$ cat src/rtl/adpcm_stream_ctrl_pkg.sv
// Shared types and constants for the ADPCM stream controller.
package adpcm_pkg;

  typedef enum logic [1:0] {
    IDLE  = 2'd0,
    FETCH = 2'd1,
    HI    = 2'd2,
    DRAIN = 2'd3
  } adpcm_ctrl_state_t;

  localparam int CODE_W         = 4;
  localparam int CODES_PER_BYTE = 2;

endpackage

$ cat src/rtl/adpcm_stream_ctrl_if.sv
// Byte-stream valid/ready interface feeding the ADPCM stream controller.
interface adpcm_stream_ctrl_if #(
  parameter int DWIDTH = 8
);

  logic [DWIDTH-1:0] in_data;
  logic              in_valid;
  logic              in_ready;

  modport master (output in_data, output in_valid, input in_ready);
  modport slave  (input in_data, input in_valid, output in_ready);

endinterface

$ cat src/rtl/adpcm_stream_ctrl_unpacker.sv
// Nibble unpacker: first code comes straight from the incoming byte, second from a held copy.
// Ordering selected by ADPCM_HIGH_NIBBLE_FIRST_EN (default: low nibble first).
module adpcm_nibble_unpacker
  import adpcm_pkg::*;
#(
  parameter int DWIDTH = 8
) (
  input  logic              clk,
  input  logic              nrst,
  input  logic              load,
  input  logic [DWIDTH-1:0] data_in,
  output logic [CODE_W-1:0] first_code,
  output logic [CODE_W-1:0] second_code
);

  logic [CODE_W-1:0] lo_nib_s;
  logic [CODE_W-1:0] hi_nib_s;
  logic [CODE_W-1:0] held_d;
  logic [CODE_W-1:0] held_q;

  assign lo_nib_s = data_in[CODE_W-1:0];
  assign hi_nib_s = data_in[CODES_PER_BYTE*CODE_W-1:CODE_W];

`ifdef ADPCM_HIGH_NIBBLE_FIRST_EN
  assign first_code = hi_nib_s;
  always_comb begin
    if (load) begin
      held_d = lo_nib_s;
    end else begin
      held_d = held_q;
    end
  end
`else
  assign first_code = lo_nib_s;
  always_comb begin
    if (load) begin
      held_d = hi_nib_s;
    end else begin
      held_d = held_q;
    end
  end
`endif

  always_ff @(posedge clk or negedge nrst) begin
    if (!nrst) begin
      held_q <= {CODE_W{1'b0}};
    end else begin
      held_q <= held_d;
    end
  end

  assign second_code = held_q;

endmodule

$ cat src/rtl/adpcm_stream_ctrl.sv
// ADPCM decoder sequencer: unpacks bytes into codes, frames sop/eop, tracks decoder latency.
// Nibble order is selected by ADPCM_HIGH_NIBBLE_FIRST_EN (see adpcm_nibble_unpacker).
module adpcm_stream_ctrl
  import adpcm_pkg::*;
#(
  parameter int DWIDTH  = 8,
  parameter int LENW    = 16,
  parameter int DEC_LAT = 1
) (
  input  logic               clk,
  input  logic               nrst,
  input  logic               start,
  input  logic [LENW-1:0]    blk_len,
  adpcm_stream_ctrl_if.slave s_if,
  output logic               sop,
  output logic               eop,
  output logic [CODE_W-1:0]  coded,
  output logic               dec_en,
  output logic               sample_vld,
  output logic               busy,
  output logic               done
);

  adpcm_ctrl_state_t state_q, state_d;
  logic [LENW-1:0]    rem_q, rem_d;
  logic               first_q, first_d;
  logic [CODE_W-1:0]  coded_q, coded_d;
  logic [DEC_LAT-1:0] dl_q, dl_d, dl_shift_s;
  logic               busy_q, busy_d;
  logic               done_q, done_d;

  logic               accept_s;
  logic               in_ready_s;
  logic               dec_en_s;
  logic               sop_s;
  logic               eop_s;
  logic [CODE_W-1:0]  first_code_s;
  logic [CODE_W-1:0]  second_code_s;

  adpcm_nibble_unpacker #(.DWIDTH(DWIDTH)) u_unpack (
    .clk         (clk),
    .nrst        (nrst),
    .load        (accept_s),
    .data_in     (s_if.in_data),
    .first_code  (first_code_s),
    .second_code (second_code_s)
  );

  assign dl_shift_s = dl_q << 1;

  // Next-state, counters and the combinational decoder drive
  always_comb begin
    state_d    = state_q;
    rem_d      = rem_q;
    first_d    = first_q;
    done_d     = 1'b0;
    in_ready_s = 1'b0;
    accept_s   = 1'b0;
    dec_en_s   = 1'b0;
    sop_s      = 1'b0;
    eop_s      = 1'b0;
    coded_d    = coded_q;
    case (state_q)
      IDLE: begin
        if (start && (blk_len != {LENW{1'b0}})) begin
          rem_d   = blk_len;
          first_d = 1'b1;
          state_d = FETCH;
        end else if (start) begin
          done_d = 1'b1;
        end else begin
          state_d = IDLE;
        end
      end
      FETCH: begin
        in_ready_s = 1'b1;
        if (s_if.in_valid) begin
          accept_s = 1'b1;
          dec_en_s = 1'b1;
          coded_d  = first_code_s;
          sop_s    = first_q;
          first_d  = 1'b0;
          state_d  = HI;
        end else begin
          state_d = FETCH;
        end
      end
      HI: begin
        dec_en_s = 1'b1;
        coded_d  = second_code_s;
        rem_d    = rem_q - LENW'(1);
        if (rem_q == LENW'(1)) begin
          eop_s   = 1'b1;
          state_d = DRAIN;
        end else begin
          state_d = FETCH;
        end
      end
      DRAIN: begin
        // Delay line empty after this edge means the last sample_vld is out now.
        if (dl_shift_s == {DEC_LAT{1'b0}}) begin
          done_d  = 1'b1;
          state_d = IDLE;
        end else begin
          state_d = DRAIN;
        end
      end
      default: begin
        state_d = IDLE;
      end
    endcase
    dl_d   = dl_shift_s | DEC_LAT'(dec_en_s);
    busy_d = (state_d != IDLE) || (state_q == DRAIN);
  end

  // State, counters, delay line and registered status outputs
  always_ff @(posedge clk or negedge nrst) begin
    if (!nrst) begin
      state_q <= IDLE;
      rem_q   <= {LENW{1'b0}};
      first_q <= 1'b0;
      coded_q <= {CODE_W{1'b0}};
      dl_q    <= {DEC_LAT{1'b0}};
      busy_q  <= 1'b0;
      done_q  <= 1'b0;
    end else begin
      state_q <= state_d;
      rem_q   <= rem_d;
      first_q <= first_d;
      coded_q <= coded_d;
      dl_q    <= dl_d;
      busy_q  <= busy_d;
      done_q  <= done_d;
    end
  end

  assign s_if.in_ready = in_ready_s;
  assign sop           = sop_s;
  assign eop           = eop_s;
  assign coded         = coded_d;
  assign dec_en        = dec_en_s;
  assign sample_vld    = dl_q[DEC_LAT-1];
  assign busy          = busy_q;
  assign done          = done_q;

endmodule

$ cat src/flat_wrapper.sv
// flat-port wrapper written by rule: the top's interface ports become plain ports
module adpcm_stream_ctrl_flat import adpcm_pkg::*;
#(
  parameter int DWIDTH  = 8,
  parameter int LENW    = 16,
  parameter int DEC_LAT = 1
)
  (clk, nrst, start, blk_len, sop, eop, coded, dec_en, sample_vld, busy, done, s_if_in_data, s_if_in_valid, s_if_in_ready);
  adpcm_stream_ctrl_if #(.DWIDTH(DWIDTH)) s_if_i ();
  input  logic clk;
  input  logic nrst;
  input  logic start;
  input  logic [LENW-1:0] blk_len;
  output logic sop;
  output logic eop;
  output logic [CODE_W-1:0] coded;
  output logic dec_en;
  output logic sample_vld;
  output logic busy;
  output logic done;
  input wire logic [$bits(s_if_i.in_data)-1:0] s_if_in_data;
  input wire logic [$bits(s_if_i.in_valid)-1:0] s_if_in_valid;
  output wire logic [$bits(s_if_i.in_ready)-1:0] s_if_in_ready;
  assign s_if_i.in_data = s_if_in_data;
  assign s_if_i.in_valid = s_if_in_valid;
  assign s_if_in_ready = s_if_i.in_ready;
  adpcm_stream_ctrl #(.DWIDTH(DWIDTH), .LENW(LENW), .DEC_LAT(DEC_LAT)) u_core (.clk(clk), .nrst(nrst), .start(start), .blk_len(blk_len), .s_if(s_if_i), .sop(sop), .eop(eop), .coded(coded), .dec_en(dec_en), .sample_vld(sample_vld), .busy(busy), .done(done));
endmodule
$ cat config.mk
export PLATFORM = sky130hd
export DESIGN_NAME = adpcm_stream_ctrl_flat
export DESIGN_NICKNAME = d
export VERILOG_FILES = /design/src/rtl/adpcm_stream_ctrl_pkg.sv /design/src/rtl/adpcm_stream_ctrl_if.sv /design/src/rtl/adpcm_stream_ctrl_unpacker.sv /design/src/rtl/adpcm_stream_ctrl.sv /design/src/flat_wrapper.sv
export SDC_FILE = /design/constraint.sdc
export NUM_CORES = 1
export LEC_CHECK = 0
export BUFFER_PORTS_ARGS = -buffer_cell sky130_fd_sc_hd__buf_2
export CELL_PAD_IN_SITES_DETAIL_PLACEMENT = 2
export CELL_PAD_IN_SITES_GLOBAL_PLACEMENT = 2
export CORE_ASPECT_RATIO = 1.2
export CORE_MARGIN = 1
export CORE_UTILIZATION = 36
export CTS_BUF_LIST = sky130_fd_sc_hd__clkbuf_16
export CTS_CLUSTER_SIZE = 12
export DETAILED_ROUTE_END_ITERATION = 8
export MAX_ROUTING_LAYER = met4
export PLACE_DENSITY_LB_ADDON = 0.1
export SLEW_MARGIN = 20
export SYNTH_ARGS = -nofsm -noshare
export SYNTH_HDL_FRONTEND = slang
export SYNTH_SLANG_ARGS = --single-unit
$ cat constraint.sdc
create_clock -name clk -period 3 [get_ports clk]
set_clock_uncertainty 0.1 [all_clocks]
set_input_delay 0.15 -clock clk [delete_from_list [all_inputs] [get_ports clk]]
set_output_delay 0.15 -clock clk [all_outputs]
set_load 0.05 [all_outputs]
==> results.py, run 1 <==
metrics = {
    "synth": {
        "synthesis.nets": 249,
        "postSynthCellCount": 214,
        "synth_top_cell_area_share_pct": 37.7,
        "async_flop_share_pct": 100,
        "synth_fa_ha_area_share_pct": 4.40,
        "synth_seq_cells": 30,
        "yosys-top-cells-area": "dfrtp_1 (38%), ha_1 (4.4%), o211ai_1 (3.8%)",
        "synthSimpleGateAreaFrac_pct": 25.3,
        "yosysSeqAreaShare_pct": 37.7,
        "ys_warn_count": 0,
        "muxShareOfSynthArea_pct": 7.74,
        "synth_compound_area_share_pct": 19.4,
        "synth_top_family_by_area": "simple AND/OR/NAND/NOR gates",
        "synth_edf_count": 0,
        "yosysMostFrequentCell": "dfrtp_1",
        "yosysTopAreaCell": "dfrtp_1",
        "synth_ff_type": "dfrtp_1",
        "synthTopCellsByCount": "dfrtp_1 (30), nor2_1 (18), nand2_1 (16)",
        "ys_types": 54,
        "synth_xor_area_share_pct": 0,
        "syn_area_sq_mm": 0.00199,
        "avgSynthCellArea_sq_um": 9.30,
    },
    "clocking": {
        "cts_sinks": 30,
        "clk_latency_ns": 0.28,
        "h-tree-depth": 2,
        "clock_tree.root_cell": "clkbuf_16",
        "cts_tree": "yes",
        "clk_path_buf_depth": 2,
        "cts_setup_buffers": 0,
        "cts_buffers": 5,
        "clkSlewWorstSetupHoldPaths_ns": 0.05,
    },
    "job": {
        "maxCapViolations": 0,
    },
    "worst_setup_path": {
        "startpoint_type": "flop",
        "critPathRequiredTime_ns": 2.75,
        "critPathCaptureType": "output port",
        "slowest_delay_ns": 0.48,
        "crit_path_max_fanout": 11,
        "cp_top_family": "buffers and inverters",
        "cp_num_buf_inv": 3,
        "cp_data_arrival_time_ns": 2.28,
        "slowest_stage": "ha_1",
        "crit_type": "reg2out",
        "crit_chain": "inv_1 -> ha_1 -> buf_4 -> nand3b_1 -> nor3_2 -> buf_2",
    },
    "placed_design": {
        "dp.cells": 304,
        "hpwl_mm": 4.38,
        "gp_congestion": 0.782,
        "pre_cts_slack_ns": 0.682,
        "port_buffers": 38,
    },
    "drt": {
        "finalWirelength_mm": 6.08,
        "routed_via_density": 5.76,
        "via_count": 1813,
        "antenna_left": 0,
        "post_drt_wl_per_cell_um": 19.3,
        "drc": 0,
        "first_pass_iters": 4,
        "drt_iter0_markers": 38,
    },
    "sta": {
        "worst_pin_slew_ns": 0.746,
        "setup_slack_ns": 0.467,
        "final-max-slew-violation-count": 0,
        "report.final.setup_viol": 0,
        "tns_ns": 0,
        "fin_crit_sh_pct": 84.4,
        "finalHoldViolations": 0,
        "slew-limit-headroom_pct": 50.3,
        "timing.final.crit_period_ns": 2.53,
        "rsz0062_at_grt": "false",
        "whs_ns": 0.00400,
        "timing.fmax_mhz": 395,
    },
    "finish": {
        "area_growth_pct": 20.2,
        "antenna-diode-count": 0,
        "instances_no_fill": 315,
        "finish.utilization_pct": 45.1,
        "drive_above_1_share_pct": 26.5,
        "nets": 287,
    },
    "hold_path": {
        "hp-class": "in2reg",
    },
    "outcome": {
        "status": "complete, no violations",
    },
    "global_routing": {
        "grt_use_total_pct": 23.3,
        "grt_max_degree": 31,
        "antenna_found_initial": 0,
        "grt_pass1_vias": 2051,
        "grt_overflow": 0,
        "grt_pass1_wl_mm": 10.3,
    },
    "power_and_ir_drop": {
        "p_leak_nw": 1.03,
        "power.density_mw_per_mm2": 1140,
        "ir_drop_mv": 0.480,
    },
    "floorplanning": {
        "initial_core_util_pct": 37.6,
        "die_w_um": 69.9,
        "fp.dieArea_sq_mm": 0.00583,
        "dieHeight_um": 83.4,
        "num_rows": 29,
        "pin_count": 39,
        "core_sq_mm": 0.00530,
    },
}
-- path summary, 6_finish.rpt --
| check | slack (ns) | from | cells after the start | endpoint |
|---|---|---|---|---|
| worst min-delay path | 0.004 | s_if_in_data[5] | 2 | u_core.u_unpack.second_code[1]$_DFFE_PN0P_ |
| max in group asynchronous | 1.95 | nrst | 2 | u_core.rem_q[15]$_DFFE_PN0P_ |
| worst max register to register | 0.66 | u_core.state_q[1]$_DFF_PN0_ | 8 | u_core.rem_q[9]$_DFFE_PN0P_ |
| worst min register to register | 0.40 | u_core.u_unpack.second_code[1]$_DFFE_PN0P_ | 1 | u_core.u_unpack.second_code[1]$_DFFE_PN0P_ |
| min in group asynchronous | 0.37 | nrst | 2 | u_core.rem_q[4]$_DFFE_PN0P_ |
| worst max-delay path | 0.47 | u_core.state_q[0]$_DFF_PN0_ | 6 | eop |
-- per-stage QoR --
step	instance area, sq um	power [mW]
after global placement	2220	2.21
after floorplan	1990	1.87
after CTS	2390	2.75
after detailed placement	2220	2.24
after global routing	2390	2.92
final	2390	2.72
-- cell type report --
cell class                 count  area, sq um
clock buffer                   5          125
clock inverter                 3         12.5
fill                         580         2910
inverter                      12         45.0
multi-input combinational    159         1140
sequential                    30          751
tap                           62         77.6
timing repair buffer          44          243
-- kinds of logic after synthesis --
kind of cell    after synthesis
simple gates                 82
compound gates               56
fa+ha+maj                     7
buf+inv                      25
mux                          14
flops                        30
-- layer usage --
metal	GRT usage (%)	routed length (um)	up-vias
li1	-	-	869
met1	28.0	2660	911
met2	39.7	3210	25
met3	4.00	123	8
met4	6.73	79	0
met5	-	0	-
-- worst reg2reg max path, stage by stage, from the launching register on --
cell and delay (ns):
dfrtp_1 0.41, inv_1 0.12, ha_1 0.24, nand2_1 0.12, a41oi_2 0.19, buf_4 0.30, a21oi_2 0.18, or4_1 0.53
nand4_1 0.08
-- registers in the layout (all words and copies together), names as in the netlist --
register,flops
u_core.coded_q,4
u_core.busy,1
u_core.rem_q,16
u_core.first_q,1
u_core.state_q,2
u_core.sample_vld,1
u_core.u_unpack.second_code,4
u_core.done,1
-- where the power goes --
part	switching, mW	internal (mW)	leakage (nW)	total [mW]
sequential	0.229	0.588	0.371	0.818
combinational	0.920	0.499	0.592	1.42
clock	0.179	0.299	0.0724	0.479
total	1.33	1.39	1.03	2.72
-- cells in the final DEF, fill, tap and decap left out, types with 2 or more instances in the layout --
cell type / netlist / routed
buf_2: 2 / 38
dfrtp_1: 30 / 30
nor2_1: 18 / 18
nand2_1: 16 / 16
nand3_1: 14 / 14
inv_1: 12 / 13
o211ai_1: 10 / 10
a21oi_1: 9 / 9
o21ai_1: 7 / 7
ha_1: 7 / 7
o21ai_0: 6 / 6
mux2_1: 6 / 6
nor4_2: 5 / 5
o22ai_1: 5 / 5
mux2_2: 5 / 5
clkbuf_16: 0 / 5
nand4_1: 4 / 4
nor3_1: 4 / 4
a221o_1: 3 / 3
and3_1: 3 / 3
mux2i_1: 3 / 3
dlygate4sd3_1: 0 / 3
buf_4: 1 / 3
and2_1: 2 / 2
or3_1: 2 / 2
nand2b_1: 2 / 2
nor4_4: 2 / 2
a311oi_1: 2 / 2
-- timing repair --
action,4_1_cts,5_1_grt
gates resized for setup,0,0
endpoints found under the hold margin,32,0
hold buffers,3,0
(Power assumes the default switching activity.)
==> inputs of run 2 (changes only) <==
--- a/config.mk
+++ b/config.mk
@@ -10,7 +10,7 @@
 export CELL_PAD_IN_SITES_GLOBAL_PLACEMENT = 2
 export CORE_ASPECT_RATIO = 1.2
 export CORE_MARGIN = 1
-export CORE_UTILIZATION = 36
+export CORE_UTILIZATION = 30
 export CTS_BUF_LIST = sky130_fd_sc_hd__clkbuf_16
 export CTS_CLUSTER_SIZE = 12
 export DETAILED_ROUTE_END_ITERATION = 8
==> constraint.sdc (replaced) <==
create_clock -name clk -period 2.3 [get_ports clk]
set_clock_uncertainty 0.1 [all_clocks]
set_input_delay 0.115 -clock clk [delete_from_list [all_inputs] [get_ports clk]]
set_output_delay 0.115 -clock clk [all_outputs]
set_load 0.05 [all_outputs]
==> results.py, run 2 (synthesized netlist as in run 1, its figures left out) <==
metrics = {
    "floorplanning": {
        "die_w_um": 76.3,
        "num_rows": 32,
        "dieHeight_um": 91.2,
        "core_sq_mm": 0.00641,
        "pin_count": 39,
        "initial_core_util_pct": 31.1,
        "fp.dieArea_sq_mm": 0.00696,
    },
    "sta": {
        "timing.final.crit_period_ns": 2.16,
        "fin_crit_sh_pct": 93.8,
        "worst_pin_slew_ns": 0.753,
        "rsz0062_at_grt": "false",
        "timing.fmax_mhz": 464,
        "finalHoldViolations": 0,
        "slew-limit-headroom_pct": 49.8,
        "final-max-slew-violation-count": 0,
        "whs_ns": 0.0356,
        "report.final.setup_viol": 0,
        "tns_ns": 0,
        "setup_slack_ns": 0.144,
    },
    "finish": {
        "largest_register_ffs": 16,
        "nets": 300,
        "antenna-diode-count": 0,
        "regArea_sq_um": 751,
        "finish.utilization_pct": 39.8,
        "drive_above_1_share_pct": 29.3,
        "final_common_cell": "buf_2",
        "area_growth_pct": 28.1,
        "fill_cells": 723,
        "stdcell_area_sq_mm": 0.00255,
        "instances_no_fill": 351,
        "top_register": "u_core.rem_q",
        "final_cell_mix": "buf_2 (37), dfrtp_1 (30), nor2_1 (18)",
        "multi_input_area_sq_mm": 0.00115,
    },
    "clocking": {
        "h-tree-depth": 2,
        "clock_tree.root_cell": "clkbuf_16",
        "cts_tree": "yes",
        "clkSlewWorstSetupHoldPaths_ns": 0.05,
        "clk_path_buf_depth": 2,
        "cts_buffers": 5,
        "cts_sinks": 30,
        "clk_latency_ns": 0.27,
        "cts_setup_buffers": 0,
    },
    "placed_design": {
        "pre_cts_slack_ns": 0.207,
        "hpwl_mm": 4.55,
        "gp_congestion": 0.795,
        "dp.cells": 338,
        "port_buffers": 38,
        "placed_cell_area_sq_mm": 0.00235,
    },
    "hold_path": {
        "holdPathEnd": "u_core.rem_q[11]$_DFFE_PN0P_",
        "hp-class": "in2reg",
        "worstHoldStart": "blk_len[11]",
        "holdPathStages": 3,
    },
    "drt": {
        "via_count": 1892,
        "drt_iter0_markers": 60,
        "routed_via_density": 5.39,
        "drc": 0,
        "first_pass_iters": 4,
        "post_drt_wl_per_cell_um": 17.7,
        "finalWirelength_mm": 6.20,
        "antenna_left": 0,
    },
    "power_and_ir_drop": {
        "p_comb_share_pct": 54.5,
        "power.density_mw_per_mm2": 1460,
        "p_int_mw": 1.97,
        "p_total_mw": 3.73,
        "p_leak_nw": 1.10,
        "swShare_pct": 47.3,
        "p_clk_share_pct": 16.8,
        "p_seq_share_pct": 28.7,
        "power_switching_mw": 1.76,
        "ir_drop_mv": 0.544,
    },
    "global_routing": {
        "met1_usage_pct": 21.7,
        "gr-usage-met2_pct": 33.7,
        "grtUsageMet3_pct": 3.62,
        "antenna_found_initial": 0,
        "grt_pass1_vias": 1923,
        "grt_pass1_wl_mm": 10.1,
        "busiest_layer": "met2",
        "grt_max_degree": 31,
        "grt_use_total_pct": 19.3,
        "grt_overflow": 0,
    },
    "worst_setup_path": {
        "critPathRequiredTime_ns": 2.09,
        "crit_chain": "inv_1 -> ha_1 -> nand3b_1 -> nor3_2 -> buf_2",
        "reg2reg_depth": 9,
        "r2r-start": "u_core.state_q[0]$_DFF_PN0_",
        "r2r_slack_ns": 0.21,
        "critPathCaptureType": "output port",
        "crit_path_max_fanout": 7,
        "crit_type": "reg2out",
        "cp_data_arrival_time_ns": 1.94,
        "startpoint_type": "flop",
        "slowest_delay_ns": 0.41,
        "slowest_stage": "dfrtp_1",
        "r2r_end": "u_core.rem_q[15]$_DFFE_PN0P_",
    },
    "job": {
        "maxCapViolations": 0,
    },
    "outcome": {
        "status": "complete, no violations",
    },
}
==> run 2: worst max-delay path by stage <==
stage / startpoint / to / slack, ns / depth (start not counted)
floorplan: u_core.state_q[1]$_DFF_PN0_ / u_core.sample_vld$_DFF_PN0_ / 0.1 / 5
global placement: blk_len[9] / u_core.rem_q[0]$_DFFE_PN0P_ / 0.21 / 8
detailed placement: blk_len[9] / u_core.rem_q[13]$_DFFE_PN0P_ / 0.21 / 7
CTS: u_core.state_q[0]$_DFF_PN0_ / coded[3] / 0.05 / 5
global route: u_core.state_q[0]$_DFF_PN0_ / eop / 0.02 / 5
finish: u_core.state_q[0]$_DFF_PN0_ / eop / 0.14 / 5
==> run 2: power groups by stage <==
stage | Combinational, mW | Clock (mW) | Sequential (mW)
after floorplan | 1.40 | 0 | 1.04
after global routing | 2.24 | 0.669 | 1.11
after CTS | 2.03 | 0.652 | 1.07
final | 2.03 | 0.627 | 1.07
after detailed placement | 2.00 | 0 | 1.07
after global placement | 1.97 | 0 | 1.06
==> run 2: area by class of cell <==
| cell class | count | area share (%) |
|---|---|---|
| multi-input combinational | 159 | 45.1 |
| timing repair buffer | 57 | 14.1 |
| sequential | 30 | 29.5 |
| inverter | 12 | 1.77 |
| clock buffer | 5 | 4.91 |
| clock inverter | 3 | 0.442 |
| tap | 85 | 4.17 |
==> run 2: what timing repair did <==
action,CTS,global route
hold buffers,5,0
gates cloned,0,0
gates resized for setup,1,2
hold endpoints to repair,34,0
setup endpoints to repair,3,3
==> run 2: critical path: cells and delay by family (launching register included) <==
family | cells | cell delay (ns)
adders and majority gates | 1 | 0.34
DFF | 1 | 0.41
and+or+nand+nor | 2 | 0.44
buffers and inverters | 2 | 0.47
==> run 2: layer usage <==
layer	vias up	share of wire [%]	routed length (um)
li1	887	-	-
met1	959	42	2610
met2	34	53	3290
met3	12	2.5	153
met4	0	2.3	140
met5	-	0	0
